[src/rtl/pong_pixel_gen.sv]
// Pong game-state machine and per-pixel renderer sitting behind the VGA timing controller.
// State advances once per frame at vertical-blank entry; RGB is registered one clk after hcount/vcount.
module pong_pixel_gen #(
    parameter int H_OFFSET     = 158,
    parameter int SCREEN_W     = 620,
    parameter int SCREEN_H     = 480,
    parameter int PADDLE_W     = 8,
    parameter int PADDLE_H     = 64,
    parameter int PADDLE_X_OFF = 16,
    parameter int PADDLE_SPEED = 6,
    parameter int BALL_SIZE    = 8,
    parameter int BALL_SPEED   = 4,
    parameter int SERVE_FRAMES = 60,
    parameter int POINT_FRAMES = 30,
    parameter int WIN_SCORE    = 9
) (
    input  logic        clk,
    input  logic        rst,
    input  logic [15:0] hcount,
    input  logic [15:0] vcount,
    input  logic        blank_n,
    input  logic        p1_up,
    input  logic        p1_dn,
    input  logic        p2_up,
    input  logic        p2_dn,
    input  logic        start,
    output logic [3:0]  r,
    output logic [3:0]  g,
    output logic [3:0]  b,
    output logic [3:0]  score_l,
    output logic [3:0]  score_r,
    output logic        frame_tick,
    output logic        game_over
);
    localparam logic [1:0] S_SERVE = 2'd0, S_PLAY = 2'd1, S_POINT = 2'd2, S_OVER = 2'd3;

    localparam logic signed [11:0] SPD   = 12'(BALL_SPEED);
    localparam logic signed [11:0] BS    = 12'(BALL_SIZE);
    localparam logic signed [11:0] LPR   = 12'(PADDLE_X_OFF + PADDLE_W);
    localparam logic signed [11:0] RPL   = 12'(SCREEN_W - PADDLE_X_OFF - PADDLE_W);
    localparam logic signed [11:0] X0    = 12'((SCREEN_W - BALL_SIZE) / 2);
    localparam logic signed [11:0] Y0    = 12'((SCREEN_H - BALL_SIZE) / 2);
    localparam logic signed [11:0] XMAX  = 12'(SCREEN_W - BALL_SIZE);
    localparam logic signed [11:0] YMAX  = 12'(SCREEN_H - BALL_SIZE);
    localparam logic signed [11:0] PH    = 12'(PADDLE_H);
    localparam logic signed [11:0] PS    = 12'(PADDLE_SPEED);
    localparam logic signed [11:0] PYMAX = 12'(SCREEN_H - PADDLE_H);
    localparam logic signed [11:0] PY0   = 12'((SCREEN_H - PADDLE_H) / 2);
    localparam logic [3:0]         WIN   = 4'(WIN_SCORE);

    logic [1:0]         state, state_n;
    logic [7:0]         cnt, cnt_n;
    logic signed [11:0] bx, by, dx, dy, ply, pry;
    logic signed [11:0] bx_n, by_n, dx_n, dy_n, nx, ny;
    logic [3:0]         sl_n, sr_n;
    logic               vblank_q, in_vb, hit_l, hit_r;

    assign in_vb      = (vcount >= 16'(SCREEN_H));
    assign frame_tick = in_vb & ~vblank_q;
    assign game_over  = (state == S_OVER);

    function automatic logic signed [11:0] paddle_step(input logic signed [11:0] y,
                                                       input logic up, input logic dn);
        logic signed [11:0] t;
        t = y;
        if (up && !dn)      t = (y < PS) ? 12'sd0 : y - PS;
        else if (dn && !up) t = (y > PYMAX - PS) ? PYMAX : y + PS;
        return t;
    endfunction

    always_comb begin
        state_n = state;
        cnt_n   = cnt;
        bx_n    = bx;
        by_n    = by;
        dx_n    = dx;
        dy_n    = dy;
        sl_n    = score_l;
        sr_n    = score_r;
        nx      = bx + dx;
        ny      = by + dy;
        // Paddle overlap uses the pre-tick ball and paddle positions.
        hit_l   = (dx < 12'sd0) && (bx >= LPR) && (nx < LPR) && (by + BS > ply) && (by < ply + PH);
        hit_r   = (dx > 12'sd0) && (bx + BS <= RPL) && (nx + BS > RPL) && (by + BS > pry) && (by < pry + PH);
        case (state)
            S_SERVE: begin
                if (cnt == 8'(SERVE_FRAMES - 1)) begin
                    state_n = S_PLAY;
                    cnt_n   = 8'd0;
                end else begin
                    cnt_n = cnt + 8'd1;
                end
            end
            S_PLAY: begin
                if (ny < 12'sd0) begin
                    by_n = 12'sd0;
                    dy_n = SPD;
                end else if (ny > YMAX) begin
                    by_n = YMAX;
                    dy_n = -SPD;
                end else begin
                    by_n = ny;
                end
                if (hit_l) begin
                    bx_n = LPR;
                    dx_n = SPD;
                end else if (hit_r) begin
                    bx_n = RPL - BS;
                    dx_n = -SPD;
                end else if (nx < 12'sd0) begin
                    sr_n    = (score_r == WIN) ? score_r : score_r + 4'd1;
                    dx_n    = -SPD;
                    state_n = S_POINT;
                    cnt_n   = 8'd0;
                end else if (nx > XMAX) begin
                    sl_n    = (score_l == WIN) ? score_l : score_l + 4'd1;
                    dx_n    = SPD;
                    state_n = S_POINT;
                    cnt_n   = 8'd0;
                end else begin
                    bx_n = nx;
                end
            end
            S_POINT: begin
                if (cnt == 8'(POINT_FRAMES - 1)) begin
                    cnt_n   = 8'd0;
                    bx_n    = X0;
                    by_n    = Y0;
                    state_n = (score_l == WIN || score_r == WIN) ? S_OVER : S_SERVE;
                end else begin
                    cnt_n = cnt + 8'd1;
                end
            end
            default: begin
                if (start) begin
                    sl_n    = 4'd0;
                    sr_n    = 4'd0;
                    bx_n    = X0;
                    by_n    = Y0;
                    cnt_n   = 8'd0;
                    state_n = S_SERVE;
                end
            end
        endcase
    end

    logic [15:0] px, bx16, by16, ply16, pry16;
    logic        ball_on, lpad_on, rpad_on, net_on;
    logic [11:0] rgb_n;

    always_comb begin
        px      = hcount - 16'(H_OFFSET);
        bx16    = 16'(bx);
        by16    = 16'(by);
        ply16   = 16'(ply);
        pry16   = 16'(pry);
        ball_on = (state != S_OVER) && (px >= bx16) && (px < bx16 + 16'(BALL_SIZE))
                  && (vcount >= by16) && (vcount < by16 + 16'(BALL_SIZE));
        lpad_on = (px >= 16'(PADDLE_X_OFF)) && (px < 16'(PADDLE_X_OFF + PADDLE_W))
                  && (vcount >= ply16) && (vcount < ply16 + 16'(PADDLE_H));
        rpad_on = (px >= 16'(SCREEN_W - PADDLE_X_OFF - PADDLE_W)) && (px < 16'(SCREEN_W - PADDLE_X_OFF))
                  && (vcount >= pry16) && (vcount < pry16 + 16'(PADDLE_H));
        net_on  = ((px == 16'(SCREEN_W / 2 - 1)) || (px == 16'(SCREEN_W / 2))) && !vcount[4];
        rgb_n   = 12'h000;
        if (blank_n && hcount >= 16'(H_OFFSET)) begin
            if (ball_on)      rgb_n = 12'hFFF;
            else if (lpad_on) rgb_n = 12'h0F0;
            else if (rpad_on) rgb_n = 12'h00F;
            else if (net_on)  rgb_n = 12'h888;
        end
    end

    always_ff @(posedge clk) begin
        if (rst) begin
            vblank_q  <= 1'b1;
            state     <= S_SERVE;
            cnt       <= 8'd0;
            bx        <= X0;
            by        <= Y0;
            dx        <= SPD;
            dy        <= -SPD;
            ply       <= PY0;
            pry       <= PY0;
            score_l   <= 4'd0;
            score_r   <= 4'd0;
            {r, g, b} <= 12'h000;
        end else begin
            vblank_q  <= in_vb;
            {r, g, b} <= rgb_n;
            if (frame_tick) begin
                state   <= state_n;
                cnt     <= cnt_n;
                bx      <= bx_n;
                by      <= by_n;
                dx      <= dx_n;
                dy      <= dy_n;
                score_l <= sl_n;
                score_r <= sr_n;
                if (state != S_OVER) begin
                    ply <= paddle_step(ply, p1_up, p1_dn);
                    pry <= paddle_step(pry, p2_up, p2_dn);
                end
            end
        end
    end
endmodule

[config.mk]
export PLATFORM = sky130hd
export DESIGN_NAME = pong_pixel_gen
export DESIGN_NICKNAME = d
export VERILOG_FILES = /design/src/rtl/pong_pixel_gen.sv
export SDC_FILE = /design/constraint.sdc
export NUM_CORES = 1
export LEC_CHECK = 0
export BUFFER_PORTS_ARGS = -buffer_cell sky130_fd_sc_hd__buf_2
export CAP_MARGIN = 20
export CORE_MARGIN = 1
export CORE_UTILIZATION = 57
export DETAILED_ROUTE_END_ITERATION = 10
export PLACE_DENSITY = 0.8
export SETUP_SLACK_MARGIN = 0.4
export SYNTH_ARGS = -nofsm -noshare
export SYNTH_HDL_FRONTEND = slang
export SYNTH_SLANG_ARGS = --single-unit
export TNS_END_PERCENT = 20
[constraint.sdc]
create_clock -name clk -period 3.82 [get_ports clk]
set_input_delay 0.382 -clock clk [delete_from_list [all_inputs] [get_ports clk]]
set_output_delay 0.382 -clock clk [all_outputs]
set_load 0.01 [all_outputs]
After elaboration in Yosys (flattened, before gate mapping) --
Index checks and enable logic that the tools add are counted.
Storage, ports and cells: output and inout bits 22, input bits 40, register bits after elaboration 103
Cells by class: multiplexer cells 59, eq/ne operators 22, $lt $le $gt $ge 32, reductions and logical operators 51, $add $sub $neg 19, bitwise gates (word level) 5
Operators by type and width (count):
- two-way mux 12 bit | 28
- one-hot mux 12 bit (3 select lines) | 2
- greater-or-equal comparator 16 bit | 4
- less-than comparator 16 bit | 4
- two-way mux 8 bit | 7
- two-way mux 4 bit | 10
- adder 12 x 5 -> 12 bit (second input constant) | 3
- greater-than comparator 12 x 10 -> 1 bit (second input constant) | 3
- less-than comparator 12 x 1 -> 1 bit (second input constant) | 3
- == test 16 x 9 -> 1 bit (second input constant) | 2
- adder 12 x 5 -> 13 bit (second input constant) | 2
- adder 12 x 8 -> 13 bit (second input constant) | 2
- adder 12 bit | 2
- adder 12 x 4 -> 12 bit (second input constant) | 2
- adder 12 x 8 -> 12 bit (second input constant) | 2
- greater-than comparator 12 x 11 -> 1 bit (second input constant) | 2
- greater-than comparator 12 bit | 2
- logical AND 1 bit | 24
- less-than comparator 12 bit | 2
- less-than comparator 12 x 4 -> 1 bit (second input constant) | 2
- one-hot mux 8 bit (3 select lines) | 1
- subtractor 12 x 4 -> 12 bit (second input constant) | 2
- inequality test 2 bit (second input constant) | 10
- greater-or-equal comparator 16 x 10 -> 1 bit (second input constant) | 1
- 37 further kinds | 66

Logic depth before layout (Yosys ltp) --
word-level depth 9, gate-level depth with buffers 17

Worst setup path before layout --
No wires, ideal clock.
path type reg-to-reg, start point reg dx[10], end point reg bx[8], setup slack 0.050 ns, arrival time 3.648 ns, stages on the path, launching flop included 14, setup time 0.122 ns, data required time 3.698 ns, cells stage by stage dfxtp_1 ha_1 xor2_1 ha_1 inv_1 a211o_1 a2111oi_1 o221ai_1 a221oi_2 nor4_4 o41ai_2 buf_6 a21oi_2 a221o_1
On the way: cells in the longest elaborated chain, start to end 9
RTL lines:
- from (decl) | line 53 | logic signed [11:0] bx, by, dx, dy, ply, pry;
- from (signal assigned) | line 195 | dx <= dx_n;
- adder 12 bit | line 80 | nx = bx + dx;
- adder 12 x 5 -> 12 bit | line 84 | hit_r = (dx > 12'sd0) && (bx + BS <= RPL) && (nx + BS > RPL) && (by + BS > pry) && (by < pry + PH);
- greater-than comparator 12 x 11 -> 1 bit | line 84
- logical AND 1 bit (3 in a row) | line 84
- two-way mux 12 bit | line 107 | end else if (hit_r) begin
- two-way mux 12 bit | line 104 | if (hit_l) begin
- one-hot mux 12 bit (3 select lines) | line 85 | case (state)
- to (signal assigned) | line 193 | bx <= bx_n;
- to (decl) | line 53
Parallel ways exist; a longest one is shown, timed or not. A chain may end at the register's enable or synchronous reset.

Final worst setup path --
start point reg dx[10], end point reg cnt[1]
On the way: cells in the longest elaborated chain, start to end 8
RTL lines:
- adder 12 bit | line 80
- adder 12 x 5 -> 12 bit | line 84
- greater-than comparator 12 x 11 -> 1 bit | line 84
- logical AND 1 bit (3 in a row) | line 84
- inequality test 2 bit (no source line)
- AND reduction 5 bit (no source line)
- to (signal assigned) | line 192 | cnt <= cnt_n;
- to (decl) | line 52 | logic [7:0] cnt, cnt_n;
Parallel ways exist; a longest one is shown, timed or not. The select of a mux whose other input is x is not followed.

==> results.md <==
- WS Path Type: reg2reg
- Largest net degree at the start of global routing: 45
- Die H: 126.3 um
- Max Slew Vio Count: 0
- P_leak: 4.447 nW
- Tmin final: 3.689 ns
- Clock transition at path regs: about 0.06 ns
- Delay-heaviest family, CP: simple AND/OR/NAND/NOR gates
- Initial DRC count: 580
- GRT Residual Overflow: 0
- Tot GR Track Use: 30.99%
- Initial Util: 58.12%
- Max Cap Viol: 0
- Post-Layout Cell Count: roughly 1400
- CP Cell Sequence: ha_1 -> buf_4 -> a21o_1 -> a221oi_2 -> xnor2_1 -> buf_4 -> and3_1 -> a221oi_2 -> nor4_4 -> buf_4 -> nor4_4 -> buf_4 -> or4b_1 -> a21oi_1
- # clock sinks: 68
- Async S/R FF share, synth: 0%
- Mapped Cells: approximately 1100
- Startpoint Class: flop
- Top-area cell type share of the netlist area: 23.60%
- Crit Path Max Fanout: 7
- Fillers: around 1300
- Synth top area cells: ha_1, dfxtp_1, a21oi_1
- # IOs: between 60 and 70
- Period utilisation layout: 96.58%
- Status: finished, final reports clean
- Worst-Margin Slew: ~0.77 ns
- HP Class: in2reg
- Crit-path max cell delay: 0.50 ns
- Residual DRC: 0
- Tot Pwr: 2.150 mW
- VDD IR max: 0.0002110 V
- Post-synth top flop: dfxtp_1
- Antenna Violating Nets Remaining: 0
- Fraction of layout cells with a size suffix above 1: 17.43%
- Setup TNS: 0 ns
- Top cell type by total area after synthesis: ha_1
- Clock buffer count from CTS: 9
- Slowest stage cell on the critical path: or4b_1
- CP Buf/Inv Count: 4
- Critical Path RT: 4.10 ns
- N_diodes: 0
- CORE AREA: 15150 um2
- Die ar.: 15940 um2
- P&R area growth vs syn: 17.70%
- Most common library cells after synthesis: ha_1, a21oi_1, nor2_1
- # H-tree levels: 3
- Final worst slack: ~0.13 ns
- CP startpoint: dx[10]
- Max Fclk: 0.2710 GHz
- Slew HR: 47.47%
- Gpl congestion: 0.9151
- Layout Nets: 1454
- Syn nets: 1339
- Clock root cell: clkbuf_16
- Antenna violations before repair: 0
- Multi-input logic area: 7193 um2
- Clock Tree Buf Depth: 2
- Pwr/cell area: 207.6 nW/um2
- Final Skew: 0.009782 ns
- I/O Buffers: 60
- Synthesis Warnings: 0
- Most numerous cell in the Yosys netlist: ha_1
- Unique masters post-synth: 85
- Vias in the first global route: between 8000 and 9000
- Worst R2R Start: dx[10]
- Vias: 9180
- Final hold vios: 0
- Crit path DAT: 3.97 ns
- Final WL: 25530 um
- Unrepaired setup endpoints after global routing: yes
- Via/cell ratio: 6.379
- CTS tree: done
- Synthesized area: 8802 um2
- CP dominant cell by count: buf_4
- Sequential area share after synthesis: 15.47%
- Rows: 45
- Final setup vio count: 0
- Global-route wire length before repair: 40390 um
- Final Util: 68.40%
- Pre-CTS WS: 0.003638 ns
- WL per Instance: 17.74 um
- Post-synth EDFFs: 0
- Yosys reg bits: 68
- DP HPWL: 19490 um
- FF/Latch Area: ~1400 um2
- Drt first pass iters: 6
- CP Capture Type: flop
- Avg Inst Size Synth: 7.783 um2
- Width of the die: around 130 um
- Hold Crit Start: start
- Placed insts: around 1400
- Later-pin clock latency in the skew report: 0.35 ns
## final cells by class
type | count | area share [%]
multi-input cells | 940 | 69.43
flip-flops and latches | 68 | 13.22
inverters | 83 | 3.007
clock buffers | 10 | 2.415
clock inverters | 6 | 0.6643
well taps | 188 | 2.271
repair buffers | 144 | 8.986
## metal layers
| metal | vias up | routed length, um | track usage [%] |
|---|---|---|---|
| li1 | 4495 | - | - |
| met1 | 4314 | 11310 | 39.19 |
| met3 | 59 | 1482 | 4.843 |
| met2 | 312 | 12010 | 53.10 |
| met5 | - | 0 | 0 |
| met4 | 0 | 721 | 11.13 |
## cells by family after synthesis
logic type / after synthesis / share of synthesized area (%)
xor gates and xnor gates: 51 / 5.245
adders and majority gates: 168 / 24.05
DFF: 68 / 15.47
and+or+nand+nor: 354 / 21.22
muxes: 2 / 0.2416
buffers and inverters: 123 / 5.643
AOI/OAI and AO/OA: 365 / 28.13
## layout by cell type (no fill, tap or decap), types with 9 or more instances in the layout
master,synthesis,final
and3_1,11,11
xnor2_1,39,37
nand3_1,38,37
nand2_1,73,73
o211ai_1,15,15
a21o_1,23,23
buf_4,6,84
nor2b_1,13,13
o21a_1,21,21
o21ai_0,70,69
inv_1,82,81
nor3_1,31,30
nand4_1,21,21
or3_1,15,15
xor2_1,10,9
clkbuf_16,0,10
dfxtp_1,68,63
a211oi_1,18,18
buf_2,4,60
a31oi_1,11,10
ha_1,166,163
nand2b_1,15,15
a21oi_1,87,87
nor2_1,83,81
or4_1,10,9
## tightest hold or removal path, stage by stage
cell	delay, ns
buf_2	0.14
a31oi_1	0.08
nand2_1	0.07
o22ai_1	0.07
## report_power, final
group	leakage, nW	total, mW	internal [mW]	switching [mW]
sequential	0.548	0.712	0.710	0.00237
clock	0.154	0.905	0.549	0.357
combinational	3.74	0.533	0.227	0.306
total	4.45	2.15	1.49	0.665
## state kept, by name (all words and copies together), names as in the netlist, 4 cells and up
name / cells
score_r: 4
ply: 11
by: 9
score_l: 4
cnt: 8
bx: 10
pry: 11
## path summary, 6_finish.rpt
check               end  slack, ns  cells past startpoint
max              cnt[1]       0.13                     14
min          score_r[0]       0.45                      4
max reg2reg      cnt[1]       0.13                     14
min reg2reg  score_r[3]       0.50                      2
## timing repair
action,CTS,global route
endpoints found under the setup margin,28,41
hold buffers,0,0
pin swaps,7,10
setup buffers,2,5
gates resized for setup,12,32
## stage by stage
| step | hold WS [ns] | cell area (um2) |
|---|---|---|
| floorplan | 0.4406 | 8822 |
| global placement | 0.4686 | 9748 |
| detailed placement | 0.4691 | 9748 |
| CTS | 0.4351 | 10140 |
| global route | 0.4501 | 10360 |
| finish | 0.4461 | 10360 |
Power figures use the tool's default switching activity.
